[config.mk]
export PLATFORM = sky130hd
export DESIGN_NAME = afe_meas_sequencer
export DESIGN_NICKNAME = d
export VERILOG_FILES = /design/src/rtl/afe_pkg.sv /design/src/rtl/afe_lowest_bit_sel.sv /design/src/rtl/afe_meas_sequencer.sv
export SDC_FILE = /design/constraint.sdc
export NUM_CORES = 1
export LEC_CHECK = 0
export ABC_AREA = 0
export CAP_MARGIN = 0
export CORE_MARGIN = 2
export CORE_UTILIZATION = 56
export DETAILED_ROUTE_END_ITERATION = 8
export HOLD_SLACK_MARGIN = 0.1
export PLACE_DENSITY = 0.78
export REMOVE_ABC_BUFFERS = 1
export SYNTH_ARGS = -nofsm -noshare
export SYNTH_HDL_FRONTEND = slang
export SYNTH_HIERARCHICAL = 1
export SYNTH_SLANG_ARGS = --single-unit
export TNS_END_PERCENT = 50
[constraint.sdc]
create_clock -name i_clk -period 3 [get_ports i_clk]
set_input_delay 0.9 -clock i_clk [delete_from_list [all_inputs] [get_ports i_clk]]
set_output_delay 0.9 -clock i_clk [all_outputs]
set_load 0.1 [all_outputs]
[src/rtl/afe_pkg.sv]
// Shared constants and FSM encoding for the analog front-end measurement sequencer.
// Measure_Sel codes match the HC595 driver's selection decode.
package afe_pkg;

   localparam logic [3:0] MEAS_VX  = 4'd0;
   localparam logic [3:0] MEAS_VR  = 4'd1;
   localparam logic [3:0] MEAS_LP  = 4'd2;
   localparam logic [3:0] MEAS_LC  = 4'd3;
   localparam logic [3:0] MEAS_GND = 4'd6;

   // Clocks the HC595 driver needs to refresh its whole shift chain once.
   localparam int HC595_FRAME_CLKS = 68;

   typedef enum logic [2:0] {
      ST_IDLE     = 3'd0,
      ST_APPLY    = 3'd1,
      ST_SETTLE   = 3'd2,
      ST_ACQ_WAIT = 3'd3,
      ST_NEXT     = 3'd4,
      ST_PARK     = 3'd5
   } state_t;

endpackage

[src/rtl/afe_lowest_bit_sel.sv]
// Picks the lowest enabled measurement step from a 4-bit step mask.
// valid is low when no step remains.
module afe_lowest_bit_sel
   import afe_pkg::*;
(
   input  logic [3:0] mask,
   output logic [1:0] idx,
   output logic       valid
);

   always_comb begin
      idx   = MEAS_VX[1:0];
      valid = |mask;
      if (mask[0])      idx = MEAS_VX[1:0];
      else if (mask[1]) idx = MEAS_VR[1:0];
      else if (mask[2]) idx = MEAS_LP[1:0];
      else if (mask[3]) idx = MEAS_LC[1:0];
   end

endmodule

[src/rtl/afe_meas_sequencer.sv]
// Steps the analog front end through the enabled measurement selections, waits for settling,
// and requests one ADC acquisition per step before parking the front end on GND.
module afe_meas_sequencer
   import afe_pkg::*;
#(
   parameter int SETTLE_CYCLES = 500000,
   parameter int ACQ_TIMEOUT   = 1000000,
   parameter int CNT_W         = 21
) (
   input  logic       i_clk,
   input  logic       i_rst_n,
   input  logic       i_start,
   input  logic       i_abort,
   input  logic [3:0] i_step_mask,
   input  logic [2:0] i_rr_sel,
   input  logic [1:0] i_vr_sel,
   input  logic       i_bias_on,
   input  logic       i_acq_done,
   output logic [3:0] o_CTRL_Measure_Sel,
   output logic [2:0] o_CTRL_Rr_Sel,
   output logic [1:0] o_CTRL_Vr_Sel,
   output logic       o_CTRL_Bias_ON,
   output logic       o_CTRL_Vx_Vr_AMP,
   output logic       o_acq_req,
   output logic [1:0] o_step_idx,
   output logic       o_busy,
   output logic       o_done,
   output logic       o_err,
   output state_t     o_state
);

   localparam logic [CNT_W-1:0] SETTLE_LOAD = CNT_W'(SETTLE_CYCLES - 1);
   localparam logic [CNT_W-1:0] ACQ_LOAD    = CNT_W'(ACQ_TIMEOUT - 1);

   state_t           state;
   logic [CNT_W-1:0] cnt;
   logic [3:0]       work_mask;
   logic [2:0]       rr_lat;
   logic [1:0]       vr_lat;
   logic             bias_lat;
   logic [3:0]       mask_clr;
   logic [3:0]       sel_in;
   logic [1:0]       lb_idx;
   logic             lb_valid;

   // IDLE looks at the incoming mask, NEXT at the working mask minus the step just finished.
   assign mask_clr = work_mask & ~(4'b0001 << o_step_idx);
   assign sel_in   = (state == ST_IDLE) ? i_step_mask : mask_clr;

   afe_lowest_bit_sel u_lowest_bit_sel (
      .mask  (sel_in),
      .idx   (lb_idx),
      .valid (lb_valid)
   );

   assign o_CTRL_Vx_Vr_AMP = 1'b1;
   assign o_busy           = (state != ST_IDLE);
   assign o_state          = state;

   // Acquisition handshake: o_acq_req is a level held from ACQ_WAIT entry; a single-cycle
   // i_acq_done while req is high completes it and req drops on the following edge. done
   // outside ACQ_WAIT is ignored, and i_abort withdraws req on the same edge.
   always_ff @(posedge i_clk or negedge i_rst_n) begin
      if (!i_rst_n) begin
         state              <= ST_IDLE;
         cnt                <= '0;
         work_mask          <= '0;
         rr_lat             <= '0;
         vr_lat             <= '0;
         bias_lat           <= 1'b0;
         o_CTRL_Measure_Sel <= MEAS_GND;
         o_CTRL_Rr_Sel      <= '0;
         o_CTRL_Vr_Sel      <= '0;
         o_CTRL_Bias_ON     <= 1'b0;
         o_acq_req          <= 1'b0;
         o_step_idx         <= '0;
         o_done             <= 1'b0;
         o_err              <= 1'b0;
      end else begin
         o_done <= 1'b0;
         if (i_abort && state != ST_IDLE) begin
            o_acq_req          <= 1'b0;
            o_CTRL_Measure_Sel <= MEAS_GND;
            o_CTRL_Bias_ON     <= 1'b0;
            cnt                <= SETTLE_LOAD;
            state              <= ST_PARK;
         end else begin
            case (state)
               ST_IDLE: begin
                  if (i_start) begin
                     work_mask <= i_step_mask;
                     rr_lat    <= i_rr_sel;
                     vr_lat    <= i_vr_sel;
                     bias_lat  <= i_bias_on;
                     o_err     <= 1'b0;
                     if (lb_valid) begin
                        o_step_idx         <= lb_idx;
                        o_CTRL_Measure_Sel <= {2'b00, lb_idx};
                        o_CTRL_Rr_Sel      <= i_rr_sel;
                        o_CTRL_Vr_Sel      <= i_vr_sel;
                        o_CTRL_Bias_ON     <= i_bias_on;
                        state              <= ST_APPLY;
                     end else begin
                        o_done <= 1'b1;
                     end
                  end
               end
               ST_APPLY: begin
                  cnt   <= SETTLE_LOAD;
                  state <= ST_SETTLE;
               end
               ST_SETTLE: begin
                  if (cnt == '0) begin
                     o_acq_req <= 1'b1;
                     cnt       <= ACQ_LOAD;
                     state     <= ST_ACQ_WAIT;
                  end else begin
                     cnt <= cnt - 1'b1;
                  end
               end
               ST_ACQ_WAIT: begin
                  if (i_acq_done) begin
                     o_acq_req <= 1'b0;
                     state     <= ST_NEXT;
                  end else if (cnt == '0) begin
                     o_err              <= 1'b1;
                     o_acq_req          <= 1'b0;
                     o_CTRL_Measure_Sel <= MEAS_GND;
                     o_CTRL_Bias_ON     <= 1'b0;
                     cnt                <= SETTLE_LOAD;
                     state              <= ST_PARK;
                  end else begin
                     cnt <= cnt - 1'b1;
                  end
               end
               ST_NEXT: begin
                  work_mask <= mask_clr;
                  if (lb_valid) begin
                     o_step_idx         <= lb_idx;
                     o_CTRL_Measure_Sel <= {2'b00, lb_idx};
                     o_CTRL_Rr_Sel      <= rr_lat;
                     o_CTRL_Vr_Sel      <= vr_lat;
                     o_CTRL_Bias_ON     <= bias_lat;
                     state              <= ST_APPLY;
                  end else begin
                     o_done             <= 1'b1;
                     o_CTRL_Measure_Sel <= MEAS_GND;
                     o_CTRL_Bias_ON     <= 1'b0;
                     cnt                <= SETTLE_LOAD;
                     state              <= ST_PARK;
                  end
               end
               ST_PARK: begin
                  // The GND image must also settle before another sequence may start.
                  if (cnt == '0) state <= ST_IDLE;
                  else           cnt   <= cnt - 1'b1;
               end
               default: state <= ST_IDLE;
            endcase
         end
      end
   end

endmodule

==> results of run 1 <==
[power groups by stage]
stage | Sequential, mW | Clock (mW) | Combinational [mW]
6_report | 0.968 | 0.563 | 1.67
5_1_grt | 0.992 | 0.594 | 1.80
4_1_cts | 0.968 | 0.569 | 1.67
3_5_place_dp | 0.980 | 0 | 1.67
3_3_place_gp | 0.969 | 0 | 1.65
2_1_floorplan | 1.53 | 0 | 0.660
[registers in the layout, indices dropped and copies added (netlist names)]
signal / flops
bias_lat: 1
cnt: 21
o_CTRL_Bias_ON: 1
o_CTRL_Measure_Sel: 3
o_CTRL_Rr_Sel: 3
o_CTRL_Vr_Sel: 2
o_acq_req: 1
o_done: 1
o_err: 1
o_state: 3
o_step_idx: 2
rr_lat: 3
vr_lat: 2
work_mask: 4
[cell usage in the layout (no fill, tap or decap), drive strengths merged, types with 10 or more instances in the layout]
cell | synthesis | final
dfrtp | 46 | 46
a21oi | 13 | 13
buf | 8 | 33
nor3 | 10 | 10
nand3 | 13 | 13
nor2 | 20 | 20
nand2 | 30 | 30
o21ai | 25 | 25
clkdlybuf4s50 | 0 | 13
inv | 12 | 13
[worst max-delay path, stage by stage]
cell	delay [ns]
clkdlybuf4s50_1	0.42
nand2_1	0.06
o31ai_1	0.07
nor2_1	0.16
nand2_1	0.11
inv_1	0.08
o21ai_0	0.10
a21o_1	0.25
nor2_1	0.49
o221a_1	0.27
[per-stage QoR]
step / power, mW / std cells
global placement: 2.62 / 398
finish: 3.20 / 406
floorplan: 2.18 / 285
detailed placement: 2.65 / 398
CTS: 3.21 / 406
global route: 3.38 / 406
[path summary, 6_finish.rpt]
kind | from | endpoint | slack (ns) | depth (start not counted)
max | i_step_mask[2] | cnt[8] | 0.32 | 10
min | i_rst_n | work_mask[1] | 0.39 | 1
max reg2reg | o_state[0] | cnt[8] | 0.43 | 12
min reg2reg | o_CTRL_Rr_Sel[2] | o_CTRL_Rr_Sel[2] | 0.50 | 2
max in group asynchronous | i_rst_n | o_CTRL_Measure_Sel[2] | 2.05 | 2
min in group i_clk | o_CTRL_Rr_Sel[2] | o_CTRL_Rr_Sel[2] | 0.50 | 2
[kinds of logic (layout without fill, tap and decap cells)]
family	Yosys count	in the layout	synth area share (%)
adder cells (fa/ha/maj)	2	2	0.885
AND/OR/NAND/NOR	121	121	24.1
multiplexers	14	14	5.31
flip-flops	48	48	42.6
AO/OA/AOI/OAI	86	86	22.5
other	2	2	0.266
buffers and inverters	24	66	4.38
[area by class of cell]
cell class,count,area (um^2)
inverter,12,45.0
multi-input combinational,225,1500
fill,391,1430
clock inverter,3,68.8
sequential,48,1200
tap,67,83.8
clock buffer,5,68.8
timing repair buffer,46,388
[routing by layer]
metal / wire (um) / up-vias / part of all wire, %
met5: 0 / - / 0
met4: 85 / 0 / 1.3
met3: 414 / 8 / 6.5
met2: 2870 / 76 / 45
met1: 3000 / 1167 / 47
li1: - / 1175 / -
==> out/results.txt, run 1 <==
Final Hold Viols -> 0
GR Layer Usage met2 -> 35.1%
H-tree Lvls -> 2
Die Width -> 75.1 um
Crit path arrival time -> 2.92 ns
Clock power frac -> 17.6%
yosys warns -> 6
antenna violations before repair -> 0
Synth Cell Area -> 2830 um^2
cell taking the most area after synthesis -> dfrtp_1
fin nets -> 355
pin slew with the least headroom to its limit -> 0.614 ns
clock sink total -> 48
Logic pwr share -> 52.2%
CTS Buffer Depth -> 2
post-route ant nets -> 0
most numerous cell in the Yosys netlist -> dfrtp_1
GP Congestion -> 0.889
drt wl/cell -> 15.7 um
Top FF cell, synth -> dfrtp_1
Post-CTS Setup Inserts -> 0
Clk Latency, worst-skew pair -> 0.31 ns
FP Rows -> 25
max-slew violation count -> 0
Vias -> 2,426
DR DRC count -> 0
post-synth top area share -> 40.7%
Post-synth top cells -> dfrtp_1, nand2_1, o21ai_0
critical path class -> input pin to flip-flop
Ant. Diodes -> 0
pwr/cell area -> 953 nW/um^2
vias per cell -> 5.98
total leakage power -> 1.53 nW
Mapped Cells -> 297
crit path capture type -> flip-flop
flops & latches, synth -> 48
largest net degree at the start of global routing -> 27
fin area -> 3360 um^2
final-report setup violation count -> 0
Area Overhead vs Synth -> 18.8%
unrepaired setup endpoints after global routing -> false
M1 GR Usage -> 37.4%
internal power -> 1.67 mW
cts hold-fix bufs -> 0
sequential share of the synthesized area -> 42.6%
GRT Util Overall -> 24.4%
Final Skew -> 0.00657 ns
met3 Track Usage GR -> 4.42%
initial core utilization -> 59.1%
CP max FO -> 8
status -> finished, final reports clean
busiest metal layer after global routing -> met1
setup TNS -> 0 ns
Clock Pin Slew Worst Setup and Hold Paths -> 0.09 ns
final hold slack -> 0.386 ns
Setup WS post-layout -> 0.324 ns
total routed wirelength -> 6370 um
io pins -> 35
post-DP HPWL -> 4650 um
WP data required -> 3.25 ns
syn_area_per_cell -> 9.52 um^2
NetSw -> 1.53 mW
DIE HEIGHT -> 75.1 um
CTS Root Cell -> clkbuf_8
Buffers on Ports -> 32
global-route wire length before repair -> 10,400 um
Period Utilization, post-route -> 89.2%
post-synth cell types -> 64
fin util -> 70.2%
CTS tree -> done
Peak supply drop -> 0.889 mV
sequential share of power -> 30.3%
dpl ws -> -0.0284 ns
share of cells above drive strength 1 -> 19.8%
total CTS buffers -> 5
Congestion Overflow GR -> 0
leading post-synthesis cells by cell area -> dfrtp_1, o21ai_0, nand2_1
worst hold path class -> input pin to async pin
number of global-route vias before repair -> 2,120
Setup crit start kind -> input pin
area of placed instances -> 3220 um^2
final worst path period need -> 2.68 ns
Die Area -> 5630 um^2
TritonRoute pass-1 iters -> 4
# Max-Cap Violations -> 0
Switching Fraction -> 47.8%
Iter 0 DRT Violations -> 310
fmax -> 374 MHz
CORE AREA -> 4790 um^2
PostCTS Resize Cnt -> 0
number of flops mapped to enable cells by yosys -> 0
FFs w/ async S/R, synth -> 100%
Max-slew headroom -> 58.7%
Power figures use the tool's default switching activity.
==> inputs of run 2 (changes only) <==
- CORE_UTILIZATION: 56 -> 45
- CTS_CLUSTER_DIAMETER: not set -> 50
- PLACE_DENSITY: 0.78 -> 0.65
==> out/results.txt, run 2 (same netlist as run 1, synthesis figures left out) <==
Clk Latency, worst-skew pair -> 0.31 ns (about the same)
most common cell after layout, fill and taps aside -> dfrtp_1 (unchanged)
largest net degree at the start of global routing -> 19 (was 27)
io pins -> 35 (unchanged)
Iter 0 DRT Violations -> 117 (was 310)
TritonRoute pass-1 iters -> 4 (unchanged)
crit path capture type -> flip-flop (unchanged)
Final Skew -> 0.00978 ns (was 0.00657 ns)
DIE HEIGHT -> 83.3 um (was 75.1 um)
Reg with most FFs -> cnt (unchanged)
CP max FO -> 8 (unchanged)
CTS Buffer Depth -> 2 (unchanged)
max FFs per register -> 21 (unchanged)
antenna violations before repair -> 0 (unchanged)
fin area -> 3330 um^2 (was 3360 um^2)
# Max-Cap Violations -> 0 (unchanged)
drt wl/cell -> 15.8 um (was 15.7 um)
GP Congestion -> 0.868 (was 0.889)
Die Area -> 6930 um^2 (was 5630 um^2)
cts hold-fix bufs -> 0 (unchanged)
H-tree Lvls -> 2 (unchanged)
pin slew with the least headroom to its limit -> 0.684 ns (was 0.614 ns)
Buffers on Ports -> 32 (unchanged)
unrepaired setup endpoints after global routing -> false (unchanged)
Peak supply drop -> 0.617 mV (was 0.889 mV)
pwr/cell area -> 914 nW/um^2 (was 953 nW/um^2)
crit-path cells -> clkdlybuf4s50_1 > nand2_1 > o31ai_1 > nor2_1 > nand2_1 > inv_1 > o21ai_0 > a21o_1 > nor2_1 > o221a_1 (unchanged)
Congestion Overflow GR -> 0 (unchanged)
number of global-route vias before repair -> 2,190 (was 2,120)
GRT Util Overall -> 19.5% (was 24.4%)
Max-slew headroom -> 54.2% (was 58.7%)
max-slew violation count -> 0 (unchanged)
Vias -> 2,395 (was 2,426)
vias per cell -> 5.77 (was 5.98)
initial core utilization -> 47.2% (was 59.1%)
most frequent cells in the layout -> dfrtp_1, buf_4, nand2_1, o21ai_0, nor2_1 (unchanged)
FILL cells -> 536 (was 391)
Final Hold Viols -> 0 (unchanged)
CTS tree -> done (unchanged)
CTS Root Cell -> clkbuf_8 (unchanged)
DR DRC count -> 0 (unchanged)
Clock Pin Slew Worst Setup and Hold Paths -> 0.10 ns (was 0.09 ns)
status -> finished, final reports clean (unchanged)
clock sink total -> 48 (unchanged)
worst hold path class -> input pin to async pin (unchanged)
share of cells above drive strength 1 -> 20.0% (was 19.8%)
CP max stage delay -> 0.54 ns (was 0.49 ns)
global-route wire length before repair -> 11,000 um (was 10,400 um)
WP data required -> 3.25 ns (about the same)
post-DP HPWL -> 4850 um (was 4650 um)
area of placed instances -> 3240 um^2 (was 3220 um^2)
PostCTS Resize Cnt -> 0 (unchanged)
total leakage power -> 1.52 nW (was 1.53 nW)
fmax -> 367 MHz (was 374 MHz)
final worst path period need -> 2.72 ns (was 2.68 ns)
final-report setup violation count -> 0 (unchanged)
total routed wirelength -> 6540 um (was 6370 um)
Ant. Diodes -> 0 (unchanged)
Die Width -> 83.3 um (was 75.1 um)
Post-CTS Setup Inserts -> 0 (unchanged)
Period Utilization, post-route -> 90.7% (was 89.2%)
Slowest cell on crit path -> nor2_1 (unchanged)
critical path class -> input pin to flip-flop (unchanged)
Setup crit start kind -> input pin (unchanged)
Top Registers -> cnt (21), work_mask (4) (unchanged)
fin nets -> 356 (was 355)
CORE AREA -> 5990 um^2 (was 4790 um^2)
setup TNS -> 0 ns (unchanged)
Area Overhead vs Synth -> 17.9% (was 18.8%)
CP top delay family -> simple AND/OR/NAND/NOR gates (unchanged)
FP Rows -> 28 (was 25)
Crit path arrival time -> 2.97 ns (was 2.92 ns)
WP buf/inv -> 2 (unchanged)
total CTS buffers -> 5 (unchanged)
post-route ant nets -> 0 (unchanged)
run 2: cell types whose count changed in the layout (fill, tap and decap cells not counted), sizes merged:
cell / previous run / this run
bufinv: 2 / 0
buf: 33 / 34
clkinv: 0 / 1
inv: 13 / 14
run 2: stage by stage:
| stage | setup slack, ns | hold WS [ns] | power [mW] | std cells | util, % |
|---|---|---|---|---|---|
| floorplan | -0.913 | 0.460 | 2.18 | 285 | - |
| global placement | 0.0811 | 0.463 | 2.63 | 407 | 54.1 |
| detailed placement | -0.00400 | 0.475 | 2.66 | 407 | 54.1 |
| CTS | 0.322 | 0.480 | 3.07 | 415 | 55.6 |
| global route | 0.188 | 0.498 | 3.23 | 415 | 55.6 |
| finish | 0.279 | 0.475 | 3.05 | 415 | 55.6 |
run 2: layout make-up:
cell class | count | area, um^2 | area share (%)
Inverter | 12 | 45.0 | 1.35
Multi-Input combinational cell | 225 | 1500 | 45.0
Clock buffer | 5 | 68.8 | 2.06
Tap cell | 75 | 93.8 | 2.82
Sequential cell | 48 | 1200 | 36.1
Clock inverter | 3 | 26.3 | 0.788
Timing Repair Buffer | 47 | 395 | 11.9
run 2: report_power, final:
group | switching, mW | internal [mW] | total, mW
Combinational | 1.16 | 0.518 | 1.68
Clock | 0.237 | 0.172 | 0.409
Sequential | 0.136 | 0.823 | 0.959
Total | 1.53 | 1.51 | 3.05
run 2: path summary, 6_finish.rpt:
path / to / slack (ns) / depth (start not counted) / from
min: work_mask[2] / 0.47 / 1 / i_rst_n
min reg2reg: o_CTRL_Rr_Sel[1] / 0.50 / 2 / o_CTRL_Rr_Sel[1]
max reg2reg: cnt[8] / 0.40 / 12 / o_state[0]
max in group asynchronous: o_CTRL_Measure_Sel[2] / 1.90 / 2 / i_rst_n
min in group i_clk: o_CTRL_Rr_Sel[1] / 0.50 / 2 / o_CTRL_Rr_Sel[1]
max: cnt[8] / 0.28 / 10 / i_step_mask[2]
run 2: metal layers:
metal	track usage (%)	wire, um	vias to the layer above
li1	-	-	1181
met1	30.4	3230	1168
met2	28.4	3050	42
met3	3.08	202	4
met4	4.47	54	0
met5	0	0	-
